[config.mk]
export PLATFORM = sky130hd
export DESIGN_NAME = ctrl_seq
export DESIGN_NICKNAME = d
export VERILOG_FILES = /design/src/rtl/ctrl_seq.sv
export SDC_FILE = /design/constraint.sdc
export NUM_CORES = 1
export LEC_CHECK = 0
export CORE_MARGIN = 4
export CORE_UTILIZATION = 46
export CTS_BUF_LIST = sky130_fd_sc_hd__clkbuf_8
export DETAILED_ROUTE_END_ITERATION = 8
export PLACE_DENSITY_LB_ADDON = 0.1
export SLEW_MARGIN = 10
export SYNTH_ARGS = -nofsm -noshare
export SYNTH_HDL_FRONTEND = slang
export SYNTH_SLANG_ARGS = --single-unit
[constraint.sdc]
create_clock -name clk -period 3.7 [get_ports clk]
set_input_delay 1.11 -clock clk [delete_from_list [all_inputs] [get_ports clk]]
set_output_delay 1.11 -clock clk [all_outputs]
set_load 0.02 [all_outputs]
[src/rtl/ctrl_seq.sv]
// SAP-1 controller-sequencer: 6-state ring advanced by panel-clock falls, decoded to the 12-bit control word.
// Latency: ring advances at the clk edge that ends the first cycle CLK is sampled low; nHLT follows halt by 1 clk.
// Backpressure: none; run=0 parks the ring at T1 with the bus idle, and halt freezes it at T4 until CLR.
module ctrl_seq #(
    parameter int          TSTATES  = 6,
    parameter logic [11:0] CON_IDLE = 12'h3E3
) (
    input  logic                 clk,
    input  logic                 CLR,
    input  logic                 CLK,
    input  logic                 run,
    input  logic [3:0]           opcode,
    output logic [11:0]          con,
    output logic [TSTATES-1:0]   tstate,
    output logic                 nHLT
);

    localparam logic [TSTATES-1:0] T1 = 6'b000001;
    localparam logic [TSTATES-1:0] T2 = 6'b000010;
    localparam logic [TSTATES-1:0] T3 = 6'b000100;
    localparam logic [TSTATES-1:0] T4 = 6'b001000;
    localparam logic [TSTATES-1:0] T5 = 6'b010000;
    localparam logic [TSTATES-1:0] T6 = 6'b100000;

    localparam logic [3:0] OP_LDA = 4'h0;
    localparam logic [3:0] OP_ADD = 4'h1;
    localparam logic [3:0] OP_SUB = 4'h2;
    localparam logic [3:0] OP_OUT = 4'hE;
    localparam logic [3:0] OP_HLT = 4'hF;

    logic clk_d;
    logic halted;
    logic fall;
    logic set_halt;

    assign fall     = clk_d & ~CLK;
    assign set_halt = run & (tstate == T4) & (opcode == OP_HLT);

    always_ff @(posedge clk) begin
        if (CLR) begin
            tstate <= T1;
            clk_d  <= 1'b0;
            halted <= 1'b0;
        end else begin
            clk_d <= CLK;
            if (set_halt)
                halted <= 1'b1;
            // Halt is taken in the T4 cycle itself so no fall can slip past it.
            if (!$onehot(tstate) || !run)
                tstate <= T1;
            else if (fall && !halted && !set_halt)
                tstate <= {tstate[TSTATES-2:0], tstate[TSTATES-1]};
        end
    end

    assign nHLT = CLR | ~halted;

    always_comb begin
        con = CON_IDLE;
        if (!CLR && run && !halted) begin
            case (tstate)
                T1: con = 12'h5E3;
                T2: con = 12'hBE3;
                T3: con = 12'h263;
                T4: begin
                    case (opcode)
                        OP_LDA, OP_ADD, OP_SUB: con = 12'h1A3;
                        OP_OUT:                 con = 12'h3F2;
                        default:                con = CON_IDLE;
                    endcase
                end
                T5: begin
                    case (opcode)
                        OP_LDA:         con = 12'h2C3;
                        OP_ADD, OP_SUB: con = 12'h2E1;
                        default:        con = CON_IDLE;
                    endcase
                end
                T6: begin
                    case (opcode)
                        OP_ADD:  con = 12'h3C7;
                        OP_SUB:  con = 12'h3CF;
                        default: con = CON_IDLE;
                    endcase
                end
                default: con = CON_IDLE;
            endcase
        end
    end

endmodule

==> results.sh <==
export IMPL_synth_distinct_cells=36
export IMPL_cts_root_buffer="clkbuf_8"
export IMPL_synth_area_top_cells="dfxtp_1 (21%), fa_1 (7.9%), nor2_1 (7.9%)"
export IMPL_cp_max_fo=3
export IMPL_max_cap_violations=0
export IMPL_rows=14
export IMPL_synth_seq_area_share_pct=21.2
export IMPL_tightest_slew_ns=0.519
export IMPL_clock_skew_ns=0.00328
export IMPL_drc=0
export IMPL_yosys_warnings=0
export IMPL_antenna_cells=0
export IMPL_drt_iter0_markers=6
export IMPL_via_per_inst=5.54
export IMPL_pwr_share_seq_pct=37.4
export IMPL_synth_seq_cells=8
export IMPL_cts_buffers=3
export IMPL_drt_first_pass_iters=3
export IMPL_cp_end_kind="output pin"
export IMPL_slew_headroom_pct=65.1
export IMPL_globalplace_congestion=0.832
export IMPL_ys_flop_type="dfxtp_1"
export IMPL_crit_required_ns=2.59
export IMPL_synth_cells=91
export IMPL_p_sw_uw=54.6
export IMPL_critPathMaxStageDelay_ns=0.53
export IMPL_fin_util_pct=74.9
export IMPL_grt_max_degree=11
export IMPL_clk_latency_ns=0.23
export IMPL_netSwitchingFraction_pct=23.1
export IMPL_routed_wl_um=1960
export IMPL_critical_path_class="in -> out"
export IMPL_numPortBuffers=26
export IMPL_vias=786
export IMPL_ant_nets=0
export IMPL_die_x_um=48.6
export IMPL_clockBufferDepth=2
export IMPL_antenna_found_initial=0
export IMPL_yosysTopAreaCell="dfxtp_1"
export IMPL_die_area_mm2=0.00236
export IMPL_min_period_ns=3.62
export IMPL_post_cts_repair_setup_buffers=0
export IMPL_combPwrFrac_pct=19.4
export IMPL_finalSetupViolCount=0
export IMPL_setup_tns_ns=0
export IMPL_synth_top_area_share_pct=21.2
export IMPL_grtUsageTotal_pct=17.2
export IMPL_hpwl_um=1560
export IMPL_grt_pass1_wl_um=3330
export IMPL_start_kind="input pin"
export IMPL_status="complete, no violations"
export IMPL_cts_tree="done"
export IMPL_hold_violations=0
export IMPL_clock_sinks=8
export IMPL_syn_to_final_growth_pct=50.7
export IMPL_min_path_type="reg -> reg"
export IMPL_report_final_slew_viol_count=0
export IMPL_timing_fmax_mhz=276
export IMPL_initial_utilization_pct=49.7
export IMPL_cpMaxStageDelayCell="clkdlybuf4s50_1"
export IMPL_p_leak_nw=0.538
export IMPL_powerDensity_mw_per_mm2=207
export IMPL_whs_ns=0.567
export IMPL_ys_async_sr_fraction_pct=0
export IMPL_most_common_layout_cells="nor2_1 (16), inv_1 (12), clkdlybuf4s50_1 (10), buf_4 (10), dfxtp_1 (8)"
export IMPL_arrival_ns=2.51
export IMPL_power_frac_clock_pct=43.1
export IMPL_final_common_cell="nor2_1"
export IMPL_ir_drop_uv=334
export IMPL_core_area_mm2=0.00152
export IMPL_timing_final_crit_share_pct=97.9
export IMPL_path_clk_slew_ns=0.04
export IMPL_syn_nets=106
export IMPL_syn_avg_cell_area_um2=8.32
export IMPL_synth_edf_count=0
export IMPL_fp_dieH_um=48.6
export IMPL_gr_total_overflow=0
export IMPL_nets=143
export IMPL_p_int_uw=182
export IMPL_netlist_area_um2=757
export IMPL_worstPathCellList="clkdlybuf4s50_1, nand2b_4, a311oi_4, o211ai_1, a21o_1, buf_4"
export IMPL_first_global_vias=784
export IMPL_grt_setup_unrepaired="false"
export IMPL_wire_per_inst_um=13.8
export IMPL_htreeDepth=1
export IMPL_total_power_uw=236
export IMPL_ios=27
export IMPL_layout_drive_gt1_share_pct=22.2
-- per-stage QoR --
step           setup WS, ns  cell area [um2]  instances
6_report             0.0771             1140        142
5_1_grt             0.00357             1140        142
4_1_cts            0.000237             1120        142
3_5_place_dp         -0.406             1080        139
3_3_place_gp         -0.354             1080        139
2_1_floorplan         0.382              757         91
-- power by group through the flow --
stage	Clock, mW	Combinational [mW]	Sequential, mW
floorplan	0	0.0190	0.0904
global placement	0	0.0442	0.0898
detailed placement	0	0.0450	0.0899
CTS	0.105	0.0443	0.0885
global route	0.115	0.0498	0.0884
finish	0.102	0.0459	0.0885
-- layout make-up --
cell class / instances / area (um2)
multi-input combinational: 68 / 563
fill: 136 / 383
timing repair buffer: 35 / 312
sequential: 8 / 160
inverter: 12 / 45.0
clock buffer: 3 / 41.3
tap: 16 / 20.0
-- kinds of logic (layout without fill, tap and decap cells) --
kind of cell / after synthesis / count (layout) / share of synthesized area, %
fa+ha+maj: 7 / 7 / 14.5
flops: 8 / 8 / 21.2
compound gates: 11 / 11 / 13.9
simple gates: 44 / 44 / 33.9
mux: 5 / 5 / 6.78
buf+inv: 15 / 50 / 8.59
xor+xnor: 1 / 1 / 1.16
-- Yosys cell counts, types with 2 or more instances --
library cell / count
nor2b_1: 2
ha_1: 4
nor3_1: 2
nor2_1: 16
nand2_1: 3
and3_1: 4
nand3_1: 4
dfxtp_1: 8
nand2b_1: 2
nor4_1: 3
nand4_1: 2
mux2i_1: 4
inv_1: 12
fa_1: 3
-- worst max-delay path: cells and delay by family --
family | cells | cell delay, ns
buf+inv | 2 | 0.68
compound gates | 3 | 0.64
simple gates | 1 | 0.08
-- worst paths after layout --
check,startpoint,to,slack [ns],depth (start not counted)
worst min-delay path,halted,halted,0.57,2
worst max-delay path,run,con[6],0.08,6
worst min register to register,halted,halted,0.57,2
worst max register to register,tstate[3],tstate[0],0.68,9
-- state kept, by name, summed over array words and instances (netlist names) --
| register | flops |
|---|---|
| tstate | 6 |
| clk_d | 1 |
| halted | 1 |
-- what timing repair did --
action / in CTS / in global routing
gates resized for setup: 24 / 15
setup endpoints to repair: 12 / 8
hold buffers: 0 / 0
pin swaps: 3 / 5
-- layer usage --
layer  vias up  wire [um]  global-route usage (%)  share of wire [%]
li1        389          -                       -                  -
met1       366        825                    19.7                 42
met2        27        967                    28.5                 49
met3         4        116                    7.06                5.9
met4         0         48                    5.83                2.5
met5         -          0                       0                  0
Note: power is estimated with default switching activity, not from simulation.
